### config.mk
export PLATFORM = sky130hd
export DESIGN_NAME = mem_patt_gen
export DESIGN_NICKNAME = d
export VERILOG_FILES = /design/src/rtl/mem_patt_pkg.sv /design/src/rtl/mem_patt_gen.sv
export SDC_FILE = /design/constraint.sdc
export NUM_CORES = 1
export LEC_CHECK = 0
export BUFFER_PORTS_ARGS = -buffer_cell sky130_fd_sc_hd__buf_4
export CORE_MARGIN = 1.5
export CORE_UTILIZATION = 30
export DETAILED_ROUTE_END_ITERATION = 7
export PLACE_DENSITY = 0.55
export SYNTH_ARGS = -nofsm -noshare
export SYNTH_HDL_FRONTEND = slang
export SYNTH_SLANG_ARGS = --single-unit
### constraint.sdc
create_clock -name clk -period 2 [get_ports clk]
set_input_delay 0.1 -clock clk [delete_from_list [all_inputs] [get_ports clk]]
set_output_delay 0.1 -clock clk [all_outputs]
set_load 0.005 [all_outputs]
### src/rtl/mem_patt_pkg.sv
// Shared definitions for the memory pattern generator/checker.
// Latency: n/a (types, constants and pure functions only).
// Backpressure: n/a.
package mem_patt_pkg;

    // Pattern mode encodings as seen on the mode input.
    typedef enum logic [1:0] {
        MODE_CONST = 2'd0,
        MODE_INDEX = 2'd1,
        MODE_WALK  = 2'd2,
        MODE_LFSR  = 2'd3
    } mode_e;

    // Test sequencer states.
    localparam logic [1:0] ST_IDLE  = 2'd0;
    localparam logic [1:0] ST_WRITE = 2'd1;
    localparam logic [1:0] ST_READ  = 2'd2;
    localparam logic [1:0] ST_DONE  = 2'd3;

    // Fibonacci LFSR tap masks (bit i set = state bit i feeds the XOR).
    // Listed widths use maximal-length polynomials. Any other width falls
    // back to the top two bits, which still gives a usable
    // non-degenerate sequence.
    function automatic logic [63:0] lfsr_taps(input int w);
        logic [63:0] t;
        t = 64'd0;
        case (w)
            8:       t = 64'h0000_0000_0000_00B8;
            16:      t = 64'h0000_0000_0000_D008;
            24:      t = 64'h0000_0000_00E1_0000;
            32:      t = 64'h0000_0000_8020_0003;
            default: begin
                if (w >= 2 && w <= 64) begin
                    t = 64'd3 << (w - 2);
                end
            end
        endcase
        return t;
    endfunction

    // Pattern value selection. Walking-one and LFSR values come from the
    // generator's running state, so no modulo or divider is needed.
    function automatic logic [63:0] patt_fn(input logic [1:0]  mode,
                                            input logic [63:0] idx,
                                            input logic [63:0] state,
                                            input logic [63:0] const_p);
        logic [63:0] p;
        case (mode)
            MODE_CONST: p = const_p;
            MODE_INDEX: p = idx;
            default:    p = state;
        endcase
        return p;
    endfunction

endpackage

### src/rtl/mem_patt_gen.sv
// Registered pattern source: yields patt(0) after seed, patt(index_nxt) after step.
// Latency: 1 cycle from seed/step to the new pattern on patt.
// Backpressure: holds its output whenever neither seed nor step is asserted.
module mem_patt_gen
    import mem_patt_pkg::*;
#(
    parameter int                DATA_W     = 24,
    parameter int                CNT_W      = 19,
    parameter logic [DATA_W-1:0] CONST_PATT = '1
) (
    input  logic              clk,
    input  logic              reset,
    input  logic [1:0]        mode,
    input  logic              seed,
    input  logic              step,
    input  logic [CNT_W-1:0]  index_nxt,
    output logic [DATA_W-1:0] patt
);

    localparam logic [DATA_W-1:0] TAPS = DATA_W'(lfsr_taps(DATA_W));

    logic [DATA_W-1:0] state_q, state_d;
    logic [DATA_W-1:0] patt_q, patt_d;
    logic [CNT_W-1:0]  idx_sel;

    // Advance walking-one / LFSR state and select the next pattern value.
    always_comb begin
        state_d = state_q;
        patt_d  = patt_q;
        idx_sel = index_nxt;
        if (seed) begin
            state_d = DATA_W'(1);
            idx_sel = '0;
        end else if (step) begin
            case (mode)
                MODE_WALK: state_d = {state_q[DATA_W-2:0], state_q[DATA_W-1]};
                MODE_LFSR: state_d = {state_q[DATA_W-2:0], ^(state_q & TAPS)};
                default:   state_d = state_q;
            endcase
        end
        if (seed || step) begin
            patt_d = DATA_W'(patt_fn(mode, 64'(idx_sel), 64'(state_d), 64'(CONST_PATT)));
        end
    end

    // Pattern and sequence state registers.
    always_ff @(posedge clk) begin
        if (!reset) begin
            state_q <= '0;
            patt_q  <= '0;
        end else begin
            state_q <= state_d;
            patt_q  <= patt_d;
        end
    end

    assign patt = patt_q;

endmodule

# Yosys cells after proc, flatten, opt, wreduce, memory -nomap -nowiden
# Index checks and enable logic that the tools add are counted.
classes:
  add_sub_neg: 0
  multipliers: 0
  n_div: 0
  n_lt_le_gt_ge: 0
  eq_ne: 3
  shift: 0
  mux: 5
  bitwise: 0
  reduce_logical: 3
op_table:
  columns: ["operator", "count"]
  rows:
  - ["24-bit one-hot mux with 2 select lines", 2]
  - ["24-bit two-way mux", 2]
  - ["24-bit XOR reduction", 1]
  - ["19-bit two-way mux", 1]
  - ["2-bit == test (second input constant)", 2]
  - ["2-bit by 1-bit == test with 1-bit output (second input constant)", 1]
  - ["2-bit logical NOT", 1]
  - ["1-bit logical OR", 1]
word_totals:
  regBits: 48
  latchBits: 0
  ram_bits: 0
  romBits: 0
  in_bits: 25
  output_inout_bits: 24
  mem_count: 0

# Depth between registers and ports, before layout
# Gate-level depths: netlist of run 1.
logic_depth:
  word_depth: 5
  mapped_depth: 6
  mapped_depth_nobuf: 4

# Worst setup path after synthesis of run 1
# Ideal clock, no wire load.
synth_path:
  path_type: "input port to flip-flop"
  startpoint: "input port reset"
  endpoint: "register patt_q[0] (netlist: patt[0])"
  arrival_time_ns: 0.991
  slack_ns: 0.944
  stages: 6
  n_path_buf: 2
  path_cell_list: "buf_2 -> nand2b_1 -> buf_2 -> o311ai_0 -> o22ai_1 -> nor2_1"
synth_lines:
  columns: ["element", "line_no", "text"]
  rows:
  - ["from (decl)", "mem_patt_gen.sv:12", "input logic reset,"]
  - ["to (signal assigned)", "mem_patt_gen.sv:53", "patt_q <= patt_d;"]
  - ["to (decl)", "mem_patt_gen.sv:23", "logic [DATA_W-1:0] patt_q, patt_d;"]

==> impl_metrics.py, run 1 <==
metrics = {
    "setup_path": {
        "crit_path_start": "patt[0]",
        "worst-path-stages": 4,
        "crit_family": "compound AO/OA/AOI/OAI gates",
        "r2r-start": "patt[0]",
        "critPathKind": "reg2reg",
        "worstPathMaxFanout": 2,
        "cp_cell_sequence": "inv_1, o311ai_0, o22ai_1, nor2_1",
        "worst_ep_arrival_time_ns": 1.41,
        "end_kind": "flop",
        "rr_worst_depth": 4,
        "slowest_stage": "o311ai_0",
        "crit_required_ns": 2.23,
        "worstSetupStartpointType": "flop",
        "slowest_delay_ns": 0.44,
        "critPathBufInv": 1,
    },
    "floorplanning": {
        "initial_core_util_pct": 30.7,
        "rows": 30,
        "dieArea_sq_um": 7430,
        "fp.dieH_um": 86.2,
        "io_pins": 49,
        "dieWidth_um": 86.2,
        "coreArea_sq_um": 6760,
    },
    "grt": {
        "grtUsageMet3_pct": 3.14,
        "grt_pass1_wl_um": 8470,
        "gr-max-usage-layer": "met2",
        "antenna_found_initial": 0,
        "met2_usage_pct": 24.0,
        "grt_start_max_net_pins": 28,
        "gr-total-overflow": 0,
        "grt_use_total_pct": 14.4,
        "gr-usage-met1_pct": 18.2,
        "grt_pass1_vias": 1796,
    },
    "layout": {
        "antenna_cells": 0,
        "drive_gt1_share_pct": 20.8,
        "final_cells": 373,
        "area_delta_synth_final_pct": 23.2,
        "finalNetCount": 317,
    },
    "clock_tree": {
        "cts-resized-gates": 0,
        "clock_path_buffers": 2,
        "clkLatencyLatePin_ns": 0.30,
        "holdBufCountCts": 0,
        "clk_pin_slew_ns": 0.08,
        "cts_tree": "done",
        "cts-root-buf": "clkbuf_8",
        "cts_sinks": 48,
        "htreeDepth": 2,
        "post_cts_buffers": 0,
        "numCtsBuffers": 5,
    },
    "place": {
        "placed_cells": 365,
        "dp_slack_ns": 0.526,
        "port_buffers": 48,
        "gp_congestion": 0.710,
        "place_hpwl_um": 3330,
    },
    "yosys": {
        "synth-seq-area-share_pct": 46.3,
        "ys_top_cells_by_area": "dfxtp_1, nand2_1, a21oi_1",
        "synth_top_area_share_pct": 46.3,
        "synth_cell_types": 27,
        "synth_area_sq_um": 2080,
        "synth_nets": 280,
        "avgSynthCellArea_sq_um": 8.14,
        "syn_inst": 255,
        "yosys_warnings": 0,
        "synth_seq_cells": 48,
        "yosysTopAreaCell": "dfxtp_1",
    },
    "sta": {
        "worst_slew_pin_slew_ns": 0.742,
        "fmax_mhz": 849,
        "fin_setup_tns_ns": 0,
        "layout_setup_ws_ns": 0.822,
        "setup_viol": 0,
        "grt_setup_unrepaired": "no",
        "drv_slew": 0,
        "finalCriticalPeriod_ns": 1.18,
        "relSlewSlack_pct": 50.5,
        "fin_crit_sh_pct": 58.9,
        "finalClockSkew_ns": 0.00303,
        "final_hold_viol_count": 0,
    },
    "routing": {
        "wl_per_cell_um": 13.5,
        "drtPass1Iterations": 4,
        "via_per_inst": 5.03,
        "wirelength_um": 5040,
        "vias": 1877,
        "drt_iter0_markers": 80,
        "final_antenna_net_count": 0,
        "drc": 0,
    },
    "pwr": {
        "total_power_mw": 1.82,
        "power.density_nw_per_um2": 713,
        "ir_drop_uv": 316,
        "leakage_nw": 0.972,
    },
    "hold_path": {
        "hold_start": "seed",
        "min_path_type": "in2reg",
        "hold_depth": 2,
    },
    "flow_run": {
        "maxCapViolCount": 0,
    },
    "run_status": {
        "status": "completed",
    },
}
## cells in the final DEF (no fill, tap or decap), drive strengths merged, types with 3 or more instances in the layout
cell type  instances
o21a              21
nor3               3
nand2b             7
buf               53
nor2               4
o22ai              3
a21oi             44
clkbuf             8
a22o              18
nand2             66
dfxtp             48
a21boi             3
## stage by stage
stage / area [sq um] / utilization, % / hold WS [ns]
2_1_floorplan: 2080 / - / 0.309
3_3_place_gp: 2470 / 36.5 / 0.444
3_5_place_dp: 2470 / 36.5 / 0.449
4_1_cts: 2560 / 37.9 / 0.147
5_1_grt: 2560 / 37.9 / 0.165
6_report: 2560 / 37.9 / 0.159
## area by class of cell
type / instances / area, sq um
multi-input combinational: 182 / 1000
tap: 80 / 100
sequential: 48 / 961
clock buffer: 8 / 90.1
fill: 701 / 4200
timing repair buffer: 53 / 398
inverter: 2 / 7.51
## per-layer routing
metal	vias to the layer above	share of wire, %	wire length [um]
met5	-	0	0
met2	45	44	2240
li1	951	-	-
met1	873	49	2460
met3	8	4.5	226
met4	0	2.1	104
## cell usage after synthesis
library cell,number
dfxtp_1,48
o21bai_1,1
nor2_2,1
a21boi_0,3
a21oi_1,44
a22o_1,18
a31oi_1,1
o21ai_0,2
nor3_1,3
xor2_1,1
or2_1,1
and2_1,1
nand2_2,1
o311ai_0,1
inv_1,2
nand2b_1,7
o21a_1,21
nor2b_1,1
o22ai_1,3
nand2_1,65
buf_4,2
xnor2_1,2
buf_1,2
nor2_1,3
o311a_1,2
buf_2,10
clkbuf_1,9
## logic make-up after synthesis
| group | share of synthesized area, % |
|---|---|
| AND/OR/NAND/NOR | 16.6 |
| AO/OA/AOI/OAI | 30.3 |
| buffers and inverters | 5.49 |
| flip-flops | 46.3 |
| XOR/XNOR | 1.27 |
## registers in the layout (all words and copies together) (netlist names)
register	flops
patt	24
state_q	24
## power by group
| group | internal [mW] | switching [mW] |
|---|---|---|
| registers | 0.984 | 0.0175 |
| clock network | 0.283 | 0.310 |
| logic | 0.111 | 0.119 |
## worst paths after layout
kind	endpoint	slack, ns
setup / recovery	patt[0]	0.82
hold / removal	patt[23]	0.16
setup reg to reg	patt[0]	0.82
hold reg to reg	state_q[20]	0.46
No activity file was read; power rests on OpenSTA's default activity.
==> run 2, diff against run 1 <==
--- a/config.mk
+++ b/config.mk
@@ -5,11 +5,12 @@
 export SDC_FILE = /design/constraint.sdc
 export NUM_CORES = 1
 export LEC_CHECK = 0
+export ABC_AREA = 1
 export BUFFER_PORTS_ARGS = -buffer_cell sky130_fd_sc_hd__buf_4
 export CORE_MARGIN = 1.5
 export CORE_UTILIZATION = 30
 export DETAILED_ROUTE_END_ITERATION = 7
-export PLACE_DENSITY = 0.55
+export PLACE_DENSITY = 0.56
 export SYNTH_ARGS = -nofsm -noshare
 export SYNTH_HDL_FRONTEND = slang
 export SYNTH_SLANG_ARGS = --single-unit
==> constraint.sdc (replaced) <==
create_clock -name clk -period 1 [get_ports clk]
set_input_delay 0.05 -clock clk [delete_from_list [all_inputs] [get_ports clk]]
set_output_delay 0.05 -clock clk [all_outputs]
set_load 0.005 [all_outputs]
==> impl_metrics.py, run 2 <==
metrics = {
    "yosys": {
        "avgSynthCellArea_sq_um": 6.98,
        "synth_edf_count": 0,
        "synth_top_area_share_pct": 43.4,
        "ys_top_cells_by_area": "dfxtp_1, a21oi_1, nor2_1",
        "synth_cell_types": 19,
        "yosys_warnings": 0,
        "synth-seq-area-share_pct": 43.4,
        "synth_ff_type": "dfxtp_1",
        "synth_nets": 342,
        "syn_inst": 317,
        "yosys.cell_count.top_type": "nor2_1",
        "synthTopCellsByCount": "nor2_1, a21oi_1, dfxtp_1",
        "synth_area_sq_um": 2210,
        "async_reset_ff_share_pct": 0,
        "synth_seq_cells": 48,
        "yosysTopAreaCell": "dfxtp_1",
    },
    "layout": {
        "finalNetCount": 403,
        "drive_gt1_share_pct": 35.1,
        "antenna_cells": 0,
        "area_delta_synth_final_pct": 36.4,
        "final_cells": 478,
        "layout_common_cells": "nor2_1, buf_4, a21oi_1, dfxtp_1, o21ai_1",
        "fin_area_sq_um": 3020,
        "final_common_cell": "nor2_1",
    },
    "grt": {
        "antenna_found_initial": 0,
        "gr-usage-met1_pct": 17.9,
        "met2_usage_pct": 26.1,
        "grtUsageMet3_pct": 3.82,
        "gr-max-usage-layer": "met2",
        "grt_start_max_net_pins": 26,
        "grt_use_total_pct": 15.1,
        "grt_pass1_vias": 2041,
        "grt_pass1_wl_um": 9190,
        "gr-total-overflow": 0,
    },
    "routing": {
        "wl_per_cell_um": 11.9,
        "via_per_inst": 4.49,
        "drtPass1Iterations": 4,
        "vias": 2147,
        "final_antenna_net_count": 0,
        "wirelength_um": 5680,
        "drc": 0,
        "drt_iter0_markers": 91,
    },
    "sta": {
        "finalCriticalPeriod_ns": 1.05,
        "setup_viol": 4,
        "relSlewSlack_pct": 65.7,
        "fmax_mhz": 949,
        "worst_slew_pin_slew_ns": 0.514,
        "final_hold_viol_count": 0,
        "finalClockSkew_ns": 0.00766,
        "layout_setup_ws_ns": -0.0535,
        "fin_crit_sh_pct": 105,
        "drv_slew": 0,
        "hold_slack_ns": 0.108,
        "grt_setup_unrepaired": "yes",
    },
    "pwr": {
        "power.density_nw_per_um2": 1340,
        "total_power_mw": 4.06,
        "ir_drop_uv": 477,
        "leakage_nw": 1.44,
    },
    "setup_path": {
        "slowest_stage": "dfxtp_4",
        "slowest_delay_ns": 0.37,
        "worst_ep_arrival_time_ns": 1.24,
        "worstSetupStartpointType": "flop",
        "cp_cell_sequence": "nor2_2, nor2_1, nand2_1, nand3_2, nand2_2, nand3_2, nand2_2, a21oi_2",
        "critPathKind": "reg2reg",
        "end_kind": "flop",
        "worstPathMaxFanout": 4,
        "crit_required_ns": 1.18,
    },
    "clock_tree": {
        "cts-root-buf": "clkbuf_8",
        "clock_path_buffers": 2,
        "numCtsBuffers": 5,
        "htreeDepth": 2,
        "cts_tree": "done",
        "cts_sinks": 48,
        "clk_pin_slew_ns": 0.09,
        "clkLatencyLatePin_ns": 0.31,
    },
    "hold_path": {
        "min_path_type": "in2reg",
    },
    "place": {
        "port_buffers": 48,
        "placed_cells": 469,
        "dp_slack_ns": -0.143,
        "dpl_cell_area_sq_um": 2820,
        "place_hpwl_um": 3740,
        "gp_congestion": 0.824,
    },
    "run_status": {
        "status": "finished with violations",
        "failed_checks": "setup timing",
    },
    "floorplanning": {
        "dieWidth_um": 88.9,
        "rows": 31,
        "initial_core_util_pct": 30.8,
        "dieArea_sq_um": 7900,
        "coreArea_sq_um": 7180,
        "fp.dieH_um": 88.9,
        "io_pins": 49,
    },
    "flow_run": {
        "maxCapViolCount": 0,
    },
}
==> run 2: critical path: cells and delay by family, from the launching register on <==
kind            cells  cell delay (ns)
simple gates        7             0.52
flops               1             0.37
compound gates      1             0.05
==> run 2: what timing repair did <==
item | 4_1_cts | 5_1_grt
hold buffers | 1 | 0
setup endpoints to repair | 8 | 28
endpoints found under the hold margin | 1 | 0
resized for setup | 10 | 49
setup buffers | 0 | 0
pin swaps | 1 | 18
==> run 2: path summary, 6_finish.rpt <==
check | startpoint | to | slack, ns | depth (start not counted)
max | state_q[21] | patt[0] | -0.05 | 8
min | index_nxt[6] | patt[6] | 0.11 | 5
max reg2reg | state_q[21] | patt[0] | -0.05 | 8
min reg2reg | state_q[6] | state_q[7] | 0.53 | 2
==> run 2: through the flow <==
| step | setup TNS (ns) | utilization (%) |
|---|---|---|
| floorplan | 0 | - |
| global placement | -2.14 | 39.3 |
| detailed placement | -2.53 | 39.3 |
| CTS | -0.116 | 40.7 |
| global route | -0.641 | 42.1 |
| finish | -0.140 | 42.1 |
==> run 2: layer usage <==
layer	share of wire (%)	vias to the layer above
met5	0	-
met4	1.5	0
met3	3.6	10
met2	47	34
met1	47	966
li1	-	1137
==> run 2: where the power goes <==
group	internal, mW	total (mW)	leakage [nW]	switching, mW
sequential	2.02	2.08	0.399	0.0611
clock	0.489	1.18	0.0479	0.688
combinational	0.392	0.801	0.988	0.409
==> run 2: cell families after synthesis <==
family	synth area share, %
flip-flops	43.4
AND/OR/NAND/NOR	16.5
XOR/XNOR	0.396
buffers and inverters	13.1
AO/OA/AOI/OAI	26.6
==> run 2: layout make-up <==
type	instances	area (sq um)
flip-flops and latches	48	977
well taps	99	124
clock buffers	5	68.8
fillers	728	4160
clock inverters	3	18.8
inverters	43	163
repair buffers	75	616
multi-input cells	205	1050
